## config.mk

```make
export PLATFORM = sky130hd
export DESIGN_NAME = if_fetch_stage
export DESIGN_NICKNAME = d
export VERILOG_FILES = /design/src/rtl/if_fetch_stage.sv
export SDC_FILE = /design/constraint.sdc
export NUM_CORES = 1
export LEC_CHECK = 0
export ABC_AREA = 1
export BUFFER_PORTS_ARGS = -buffer_cell sky130_fd_sc_hd__buf_2
export CELL_PAD_IN_SITES_DETAIL_PLACEMENT = 1
export CELL_PAD_IN_SITES_GLOBAL_PLACEMENT = 2
export CORE_MARGIN = 2
export CORE_UTILIZATION = 30
export CTS_BUF_LIST = sky130_fd_sc_hd__clkbuf_8
export DETAILED_ROUTE_END_ITERATION = 10
export PLACE_DENSITY_LB_ADDON = 0.1
export SYNTH_ARGS = -nofsm -noshare
export SYNTH_HDL_FRONTEND = slang
export SYNTH_SLANG_ARGS = --single-unit
```

## constraint.sdc

```tcl
create_clock -name clk -period 4.4 [get_ports clk]
set_clock_uncertainty 0.2 [all_clocks]
set_input_delay 0 -clock clk [delete_from_list [all_inputs] [get_ports clk]]
set_output_delay 0 -clock clk [all_outputs]
set_load 0.05 [all_outputs]
```

## src/rtl/if_fetch_stage.sv

```systemverilog
// -----------------------------------------------------------------------------
// if_fetch_stage
// Instruction-fetch stage of the 5-stage MIPS core. Owns the PC register,
// runs the inst-SRAM request/response handshake and loads the IF/ID pipeline
// register. A fetch whose PC is redirected while in flight is discarded when
// its word returns. A word that returns during a pipeline stall is parked in a
// hold buffer until the pipeline advances.
//
// Ports
//   clk, rst       clock, synchronous active-high reset
//   NPC            next fetch address from the next-PC unit
//   PCWr           pipeline advance enable (0 = hazard stall)
//   PC_Flush       redirect: PC <= NPC, kill current fetch
//   IF_Flush       invalidate IF/ID contents
//   pre_PC         current fetch PC
//   inst_req       fetch request valid
//   inst_addr      fetch address (= pre_PC)
//   inst_addr_ok   SRAM accepted the request this cycle
//   inst_data_ok   SRAM read data valid this cycle
//   inst_rdata     SRAM read data
//   IF_ID_valid    IF/ID holds a live instruction
//   IF_ID_instr    fetched instruction
//   IF_ID_PC       address of IF_ID_instr
//   fetch_stall    no instruction deliverable this cycle
// -----------------------------------------------------------------------------
module if_fetch_stage #(
    parameter logic [31:0] RESET_PC = 32'hBFC0_0000
) (
    input  logic        clk,
    input  logic        rst,
    input  logic [31:0] NPC,
    input  logic        PCWr,
    input  logic        PC_Flush,
    input  logic        IF_Flush,
    output logic [31:0] pre_PC,
    output logic        inst_req,
    output logic [31:0] inst_addr,
    input  logic        inst_addr_ok,
    input  logic        inst_data_ok,
    input  logic [31:0] inst_rdata,
    output logic        IF_ID_valid,
    output logic [31:0] IF_ID_instr,
    output logic [31:0] IF_ID_PC,
    output logic        fetch_stall
);

    // IDLE: post-reset gap; REQ: request on the bus; WAIT: accepted, awaiting
    // data; DROP: awaiting data that will be thrown away; HOLD: word buffered.
    typedef enum logic [2:0] {
        ST_IDLE = 3'd0,
        ST_REQ  = 3'd1,
        ST_WAIT = 3'd2,
        ST_DROP = 3'd3,
        ST_HOLD = 3'd4
    } state_t;

    state_t      state_r;
    state_t      state_next_s;
    logic [31:0] pc_r;
    logic [31:0] pc_next_s;
    logic [31:0] hold_buf_r;
    logic [31:0] hold_buf_next_s;
    logic        inst_req_r;
    logic        commit_s;
    logic [31:0] commit_word_s;
    logic        id_valid_r;
    logic [31:0] id_instr_r;
    logic [31:0] id_pc_r;

    // Next-state, next-PC, hold buffer and commit decode for the fetch FSM.
    always_comb begin
        state_next_s    = state_r;
        pc_next_s       = pc_r;
        hold_buf_next_s = hold_buf_r;
        commit_s        = 1'b0;
        commit_word_s   = inst_rdata;
        case (state_r)
            ST_IDLE: begin
                state_next_s = ST_REQ;
            end
            ST_REQ: begin
                // inst_addr follows PC, so a redirect simply retargets an
                // unaccepted request; an accepted one must be dropped later.
                if (PC_Flush) begin
                    pc_next_s = NPC;
                    if (inst_addr_ok) begin
                        state_next_s = ST_DROP;
                    end else begin
                        state_next_s = ST_REQ;
                    end
                end else if (inst_addr_ok) begin
                    state_next_s = ST_WAIT;
                end else begin
                    state_next_s = ST_REQ;
                end
            end
            ST_WAIT: begin
                if (inst_data_ok) begin
                    if (PC_Flush) begin
                        pc_next_s    = NPC;
                        state_next_s = ST_REQ;
                    end else if (PCWr) begin
                        commit_s     = 1'b1;
                        pc_next_s    = NPC;
                        state_next_s = ST_REQ;
                    end else begin
                        hold_buf_next_s = inst_rdata;
                        state_next_s    = ST_HOLD;
                    end
                end else if (PC_Flush) begin
                    pc_next_s    = NPC;
                    state_next_s = ST_DROP;
                end else begin
                    state_next_s = ST_WAIT;
                end
            end
            ST_DROP: begin
                if (PC_Flush) begin
                    pc_next_s = NPC;
                end else begin
                    pc_next_s = pc_r;
                end
                if (inst_data_ok) begin
                    state_next_s = ST_REQ;
                end else begin
                    state_next_s = ST_DROP;
                end
            end
            ST_HOLD: begin
                commit_word_s = hold_buf_r;
                if (PC_Flush) begin
                    pc_next_s    = NPC;
                    state_next_s = ST_REQ;
                end else if (PCWr) begin
                    commit_s     = 1'b1;
                    pc_next_s    = NPC;
                    state_next_s = ST_REQ;
                end else begin
                    state_next_s = ST_HOLD;
                end
            end
            default: begin
                state_next_s = ST_IDLE;
            end
        endcase
    end

    // Fetch FSM, PC, hold buffer and registered request flag.
    always_ff @(posedge clk) begin
        if (rst) begin
            state_r    <= ST_IDLE;
            pc_r       <= RESET_PC;
            hold_buf_r <= 32'h0000_0000;
            inst_req_r <= 1'b0;
        end else begin
            state_r    <= state_next_s;
            pc_r       <= pc_next_s;
            hold_buf_r <= hold_buf_next_s;
            inst_req_r <= (state_next_s == ST_REQ);
        end
    end

    // IF/ID register: flush beats commit, an advancing pipeline without a
    // commit inserts a bubble, otherwise contents are held.
    always_ff @(posedge clk) begin
        if (rst) begin
            id_valid_r <= 1'b0;
            id_instr_r <= 32'h0000_0000;
            id_pc_r    <= 32'h0000_0000;
        end else if (IF_Flush) begin
            id_valid_r <= 1'b0;
        end else if (commit_s) begin
            id_valid_r <= 1'b1;
            id_instr_r <= commit_word_s;
            id_pc_r    <= pc_r;
        end else if (PCWr) begin
            id_valid_r <= 1'b0;
        end else begin
            id_valid_r <= id_valid_r;
        end
    end

    assign pre_PC      = pc_r;
    assign inst_addr   = pc_r;
    assign inst_req    = inst_req_r;
    assign IF_ID_valid = id_valid_r;
    assign IF_ID_instr = id_instr_r;
    assign IF_ID_PC    = id_pc_r;

    // A word is deliverable when it arrives in WAIT or sits in the hold
    // buffer, unless a redirect in the same cycle discards it.
    assign fetch_stall = ~(((state_r == ST_WAIT) & inst_data_ok) | (state_r == ST_HOLD))
                         | PC_Flush;

endmodule

```

==> summary.md, run 1 <==
| Metric | Value |
|---|---|
| Finished Core Util | 0.3889 |
| Clk Latency, worst-skew pair | around 440 ps |
| Port Buffers | 201 |
| Htree depth | 4 |
| Fin nets | roughly 1300 |
| Largest family of logic cells by synthesized area | simple AND/OR/NAND/NOR gates |
| Std-Cell Rows | 55 |
| Syn Std Cell Area | 6970 um2 |
| Die H | 156.4 um |
| Worst slew pin tran | about 960 ps |
| Worst setup path class | reg2reg |
| DR DRC count | 0 |
| I/O pin cnt | around 200 |
| Mean Syn Cell Area | between 6 and 7 um2 |
| Worst r2r path cells | 8 |
| Mux cell area share after synthesis | 0 |
| Period minus WS final | between 2000 and 3000 ps |
| Switching Fraction | 0.3537 |
| Worst r2r src | state_r[0]$_SDFF_PP0_ |
| Prevailing post-synth register cell | dfxtp_1 |
| Antenna-violating nets left | 0 |
| Setup WS pre-CTS | about 1500 ps |
| Layout cells sized above 1 | 0.2040 |
| Largest net degree at the start of global routing | 91 |
| Hold depth | 4 |
| Fin crit share | 0.6473 |
| Setup TNS | 0 ps |
| LEAKAGE | roughly 0.0042 uW |
| Worst Path Required | 4540 ps |
| Dpl cells | about 1400 |
| Maximum vdd ir drop | 171.3 uV |
| Post-synthesis async set-or-reset flop share | 0 |
| Simple-Gate Fraction of Synth Area | 0.2829 |
| Flops & latches, synth | about 130 |
| Initial Utilization | 0.3069 |
| Postcts setup bufs | 0 |
| CTS tree | done |
| Core area | roughly 23000 um2 |
| WHS Endpoint | IF_ID_valid$_SDFFE_PP0P_ |
| Clock buffer depth | 2 |
| Pre-Repair DR Iteration Count | 4 |
| Slew margin rel. | 0.3603 |
| Adder-Cell Fraction of Synth Area | 0 |
| Sw power | 1100 uW |
| Clock share of power | 0.358 |
| Min-Delay Path Class | in2reg |
| Crit-path max FO | between 70 and 80 |
| Vias in the first global route | 7072 |
| CTS Buf Count | 17 |
| Most frequent cells in the layout | nand2_1, buf_2, nor2_1 |
| Final wirelength | 22810 um |
| Wire per inst | 14.72 um |
| Vias per cell | between 4 and 5 |
| Max cap viols | 0 |
| Hold_sp | IF_Flush |
| Synth Area in Compound Gates | 0.1896 |
| Worst reg-to-reg setup slack | ~1600 ps |
| Most common cell after layout, fill and taps aside | nand2_1 |
| Cells after Synth | about 1100 |
| Fin cells | between 1500 and 2000 |
| Dpl hpwl | 14320 um |
| First-pass GRT wire length | around 37000 um |
| Cell variety after synth | 20 |
| Drt initial violations | ~350 |
| Area grow syn2layout | 26.69% |
| F_max | 351.1 MHz |
| Combinational power share | 0.229 |
| Pint | ~2000 uW |
| Share of power burned in registers | 0.413 |
| Design area | approximately 8800 um2 |
| Post-Synth XOR/XNOR Area | 0 |
| Antenna violations before repair | 0 |
| Global-route usage over all layers | 0.1883 |
| Die width | 156.4 um |
| Critical path arrival | 2990 ps |
| Crit end category | flip-flop |
| Total gr overflow | 0 |
| Hold Vio Cnt, Final | 0 |
| CP startpoint kind | flip-flop |
| TritonCTS sink count | 133 |
| Gpl congestion | between 0.7 and 0.8 |
| Post-synthesis sequential area ratio | 0.3820 |
| RSZ-0062 raised after global routing | no |
| Diode count | 0 |
| RR Endpoint | IF_ID_PC[4]$_SDFFE_PP0P_ |
| Cell Area, Placed | 7715 um2 |
| DR vias | 7326 |
| Root buffer cell | clkbuf_8 |
| Yosys warns | 0 |
| Number of synthesized flops with an enable pin | 0 |
| P per Cell Area | 352.0 nW/um2 |
| Outcome | finished clean |
| Clock-pin slew on the worst setup and hold paths | 80 ps |
| Die ar. | ~24000 um2 |
| Synthesized Nets | 1139 |
| Slew Limit Fails | 0 |
| Finish-stage setup viols | 0 |
| Post-route setup slack | 1552 ps |
-- layout make-up --
| cell class | instances | area [um2] |
|---|---|---|
| Clock buffer | 17 | 234.0 |
| Multi-Input combinational cell | 741 | 3303 |
| Sequential cell | 133 | 2664 |
| Inverter | 78 | 297.8 |
| Tap cell | 285 | 356.6 |
| Clock inverter | 15 | 181.4 |
| Timing Repair Buffer | 281 | 1794 |
| Fill cell | 2975 | 13880 |
-- power groups by stage --
stage | Clock (uW) | Sequential, uW | Combinational (uW)
3_3_place_gp | 0 | 1310 | 664
5_1_grt | 1210 | 1290 | 780
6_report | 1110 | 1280 | 711
2_1_floorplan | 0 | 1430 | 415
4_1_cts | 1160 | 1290 | 719
3_5_place_dp | 0 | 1310 | 667
-- worst max-delay path, cell delays in order, from the launching register on --
cell,delay (ps)
dfxtp_1,360
nor2_4,370
buf_4,340
nand3_1,180
nand2_4,630
buf_12,340
nand3_1,130
nand2_1,100
nor2_1,50
-- registers in the layout, summed over array words and instances, names as in the netlist --
name and cells:
inst_addr 32, hold_buf_r 32, IF_ID_PC 32, IF_ID_instr 32, IF_ID_valid 1, state_r 3, inst_req 1
-- layer usage --
layer	track usage	share of wire
met1	0.2461	0.48
met2	0.3092	0.46
met3	0.05179	0.059
met4	0.04369	0.0069
met5	0	0
-- cells by family (layout without fill, tap and decap cells) --
logic type	Yosys count	after routing
DFF	133	133
AOI/OAI and AO/OA	260	260
and+or+nand+nor	481	481
buffers and inverters	194	391
-- synthesized netlist by cell type, types with 2 or more instances --
cell type	instances	area, um2
a21oi_1	89	445.4
buf_1	8	30.03
buf_2	18	90.09
buf_4	44	330.3
buf_6	13	146.4
clkbuf_1	32	120.1
dfxtp_1	133	2663
inv_1	73	274.0
inv_2	5	18.77
nand2_1	234	878.3
nand2_4	2	22.52
nand3_1	105	525.5
nor2_1	136	510.5
nor2_4	2	22.52
o21ai_0	119	595.6
o21ai_1	44	220.2
o21bai_1	8	60.06
-- repair_timing --
action                                  CTS  global route
hold buffers                             70             0
hold endpoints to repair                101             0
endpoints found under the setup margin    0             0
resized for setup                         0             0
-- how the worst max path moves through the flow --
stage | start | end | slack (ps)
6_report | state_r[0]$_SDFF_PP0_ | IF_ID_PC[4]$_SDFFE_PP0P_ | 1550
5_1_grt | state_r[0]$_SDFF_PP0_ | inst_addr[7]$_SDFFE_PP0P_ | 1250
3_3_place_gp | state_r[0]$_SDFF_PP0_ | IF_ID_PC[1]$_SDFFE_PP0P_ | 1540
3_5_place_dp | state_r[0]$_SDFF_PP0_ | IF_ID_PC[1]$_SDFFE_PP0P_ | 1470
4_1_cts | state_r[0]$_SDFF_PP0_ | IF_ID_PC[1]$_SDFFE_PP0P_ | 1450
2_1_floorplan | state_r[0]$_SDFF_PP0_ | fetch_stall | 2290
-- stage by stage --
stage / power, uW / hold WS [ps]
after CTS: 3165 / 48.17
after floorplan: 1848 / -130.9
after global routing: 3279 / 111.2
after detailed placement: 1981 / 45.86
after global placement: 1977 / 44.25
final: 3109 / 66.80
No activity file was read; power rests on OpenSTA's default activity.
==> inputs of run 2 (changes only) <==
--- a/config.mk
+++ b/config.mk
@@ -5,12 +5,12 @@
 export SDC_FILE = /design/constraint.sdc
 export NUM_CORES = 1
 export LEC_CHECK = 0
-export ABC_AREA = 1
+export ABC_AREA = 0
 export BUFFER_PORTS_ARGS = -buffer_cell sky130_fd_sc_hd__buf_2
 export CELL_PAD_IN_SITES_DETAIL_PLACEMENT = 1
 export CELL_PAD_IN_SITES_GLOBAL_PLACEMENT = 2
 export CORE_MARGIN = 2
-export CORE_UTILIZATION = 30
+export CORE_UTILIZATION = 29
 export CTS_BUF_LIST = sky130_fd_sc_hd__clkbuf_8
 export DETAILED_ROUTE_END_ITERATION = 10
 export PLACE_DENSITY_LB_ADDON = 0.1
==> constraint.sdc (replaced) <==
create_clock -name clk -period 2.7 [get_ports clk]
set_clock_uncertainty 0.2 [all_clocks]
set_input_delay 0 -clock clk [delete_from_list [all_inputs] [get_ports clk]]
set_output_delay 0 -clock clk [all_outputs]
set_load 0.05 [all_outputs]
==> summary.md, run 2 <==
| Metric | Value |
|---|---|
| Vias per cell | 4.601 (was 4.726) |
| Design area | 7879 um2 (was 8831 um2) |
| Crit path from | state_r[1]$_SDFF_PP0_ (was state_r[0]$_SDFF_PP0_) |
| CP endpoint | inst_addr[13]$_SDFFE_PP0P_ (was IF_ID_PC[4]$_SDFFE_PP0P_) |
| Mean Syn Cell Area | 8.780 um2 (was 6.527 um2) |
| Drt initial violations | 88 (was 349) |
| Die width | 142 um (was 156.4 um) |
| CTS Buf Count | 17 (unchanged) |
| Port Buffers | 201 (unchanged) |
| Die H | 142 um (was 156.4 um) |
| Slew Limit Fails | 0 (unchanged) |
| Crit-path max cell delay | 570 ps (was 630 ps) |
| Crit end category | flip-flop (unchanged) |
| Synthesized Nets | 700 (was 1139) |
| Sequential Area | 2663 um2 (was 2664 um2) |
| Core area | 18710 um2 (was 22710 um2) |
| Dpl cells | 995 (was 1448) |
| Most frequent cells in the layout | buf_2, dfxtp_1, nand2_1 (was nand2_1, buf_2, nor2_1) |
| First-pass GRT wire length | 27070 um (was 36960 um) |
| Min-Delay Path Class | in2reg (unchanged) |
| RR Endpoint | inst_addr[13]$_SDFFE_PP0P_ (was IF_ID_PC[4]$_SDFFE_PP0P_) |
| Number of synthesized flops with an enable pin | 0 (unchanged) |
| TritonCTS sink count | 133 (unchanged) |
| Worst Path Required | 2880 ps (was 4540 ps) |
| Slowest cell on crit path | dlygate4sd3_1 (was nand2_4) |
| Clock buffer depth | 2 (unchanged) |
| Area of the multi-input gates | 2402 um2 (was 3303 um2) |
| Outcome | finished clean (unchanged) |
| Prevailing post-synth register cell | dfxtp_1 (unchanged) |
| CTS tree | done (unchanged) |
| Yosys warns | 0 (unchanged) |
| Final wirelength | 16850 um (was 22810 um) |
| CP Buf/Inv Count | 2 (unchanged) |
| Fin crit share | 0.9548 (was 0.6473) |
| Initial Utilization | 0.2953 (was 0.3069) |
| Dpl hpwl | 10880 um (was 14320 um) |
| Layout cells sized above 1 | 0.2753 (was 0.2040) |
| CP Depth | 6 (was 8) |
| Global-route usage over all layers | 0.1691 (was 0.1883) |
| Htree depth | 4 (unchanged) |
| Worst r2r src | state_r[1]$_SDFF_PP0_ (was state_r[0]$_SDFF_PP0_) |
| Area leader, netlist | dfxtp_1 (unchanged) |
| CP cell instances | nand2b_1, nand2_1, a311oi_4, buf_8, mux2i_1, dlygate4sd3_1 (was nor2_4, buf_4, nand3_1, nand2_4, buf_12, nand3_1, nand2_1, nor2_1) |
| Critical path arrival | 2750 ps (was 2990 ps) |
| Top-count cell post-synth | dfxtp_1 (was nand2_1) |
| Top Family by Delay on Critical Path | buffers and inverters (was simple AND/OR/NAND/NOR gates) |
| Ranking of synthesized cells by area | dfxtp_1, mux2i_1, nand2_1, a21oi_1, nand2b_1 (was dfxtp_1, nand2_1, o21ai_0, nand3_1, nor2_1) |
| Worst reg-to-reg setup slack | 120 ps (was 1550 ps) |
| Setup TNS | 0 ps (unchanged) |
| LEAKAGE | 0.003348 uW (was 0.004194 uW) |
| Period minus WS final | 2578 ps (was 2848 ps) |
| Flops & latches, synth | 133 (unchanged) |
| Antenna violations before repair | 0 (unchanged) |
| Area grow syn2layout | 42.66% (was 26.69%) |
| Post-synthesis async set-or-reset flop share | 0 (unchanged) |
| Vias in the first global route | 5412 (was 7072) |
| Top cells by count, synth | dfxtp_1, nand2_1, a21oi_1 (was nand2_1, nor2_1, dfxtp_1) |
| Wire per inst | 14.99 um (was 14.72 um) |
| Cell variety after synth | 28 (was 20) |
| Crit-path max FO | 21 (was 72) |
| Max cap viols | 0 (unchanged) |
| Slew margin rel. | 0.2501 (was 0.3603) |
| DR DRC count | 0 (unchanged) |
| Syn Std Cell Area | 5523 um2 (was 6970 um2) |
| Cells after Synth | 629 (was 1068) |
| Clock-pin slew on the worst setup and hold paths | 80 ps (about the same) |
| Finished Core Util | 0.4212 (was 0.3889) |
| Antenna-violating nets left | 0 (unchanged) |
| Total gr overflow | 0 (unchanged) |
| CP startpoint kind | flip-flop (unchanged) |
| I/O pin cnt | 202 (unchanged) |
| Std-Cell Rows | 50 (was 55) |
| Worst slew pin tran | 1125 ps (was 959.6 ps) |
| Die ar. | 20160 um2 (was 24470 um2) |
| Post-synthesis sequential area ratio | 0.4821 (was 0.3820) |
| Gpl congestion | 0.7242 (was 0.7240) |
| Largest net degree at the start of global routing | 74 (was 91) |
| Finish-stage setup viols | 0 (unchanged) |
| DR vias | 5172 (was 7326) |
| F_max | 387.9 MHz (was 351.1 MHz) |
| Pre-Repair DR Iteration Count | 4 (unchanged) |
| Clk Latency, worst-skew pair | 440 ps (about the same) |
| Root buffer cell | clkbuf_8 (unchanged) |
| Top-area cell type share of the netlist area | 0.4821 (was 0.3820) |
| Fin nets | 950 (was 1323) |
| RSZ-0062 raised after global routing | no (unchanged) |
| Cell Area, Placed | 6482 um2 (was 7715 um2) |
| Hold Vio Cnt, Final | 0 (unchanged) |
| P per Cell Area | 566.4 nW/um2 (was 352.0 nW/um2) |
| Worst r2r path cells | 6 (was 8) |
| Diode count | 0 (unchanged) |
| Most common cell after layout, fill and taps aside | buf_2 (was nand2_1) |
| Fill cells | 2248 (was 2975) |
| Worst setup path class | reg2reg (unchanged) |
| Maximum vdd ir drop | 413.5 uV (was 171.3 uV) |
| Fin cells | 1124 (was 1550) |
## run 2: worst min path at each step
stage,startpoint,slack [ps],end,cells after the start
floorplan,IF_Flush,-120,IF_ID_valid$_SDFFE_PP0P_,1
global placement,IF_Flush,-4,IF_ID_valid$_SDFFE_PP0P_,2
detailed placement,IF_Flush,-2,IF_ID_valid$_SDFFE_PP0P_,2
CTS,inst_rdata[23],120,hold_buf_r[23]$_SDFFE_PP0P_,4
global route,inst_rdata[24],130,hold_buf_r[24]$_SDFFE_PP0P_,4
finish,NPC[27],150,inst_addr[27]$_SDFFE_PP1P_,4
## run 2: logic make-up after synthesis
logic type             share of synthesized area
AND/OR/NAND/NOR                           0.2012
flip-flops                                0.4821
AO/OA/AOI/OAI                             0.1160
buffers and inverters                    0.08473
multiplexers                              0.1160
## run 2: per-stage QoR
step	power (uW)	setup WS (ps)	hold WS, ps
after detailed placement	2669	411.5	-1.531
final	4463	122.1	146.4
after floorplan	2536	810.3	-120.7
after global routing	4663	7.487	128.3
after CTS	4521	24.05	119.1
after global placement	2659	487.8	-4.242
## run 2: cell type report
| cell class | count | share of cell area |
|---|---|---|
| clock inverter | 11 | 0.01731 |
| inverter | 1 | 0.0004764 |
| sequential | 133 | 0.3379 |
| timing repair buffer | 310 | 0.2690 |
| multi-input combinational | 416 | 0.3049 |
| tap | 234 | 0.03716 |
| clock buffer | 19 | 0.03319 |
## run 2: layer usage
metal,part of all wire,up-vias,track usage
met5,0,-,0
met4,0.012,0,0.04737
met1,0.42,2474,0.1915
li1,-,2552,-
met2,0.52,130,0.3087
met3,0.048,16,0.04879
## run 2: worst min-delay path, cell delays in order
cell and delay, ps:
dlygate4sd3_1 510, buf_2 90, nor2_1 30, mux2i_1 100
## run 2: timing repair
action,4_1_cts,5_1_grt
setup endpoints to repair,0,9
hold buffers,99,0
setup buffers,0,0
hold endpoints to repair,114,0
resized for setup,0,3
## run 2: report_power, final
part	internal, uW	switching (uW)	total [uW]
clock network	942	784	1730
logic	257	431	688
registers	2000	44.6	2050
total	3200	1260	4460
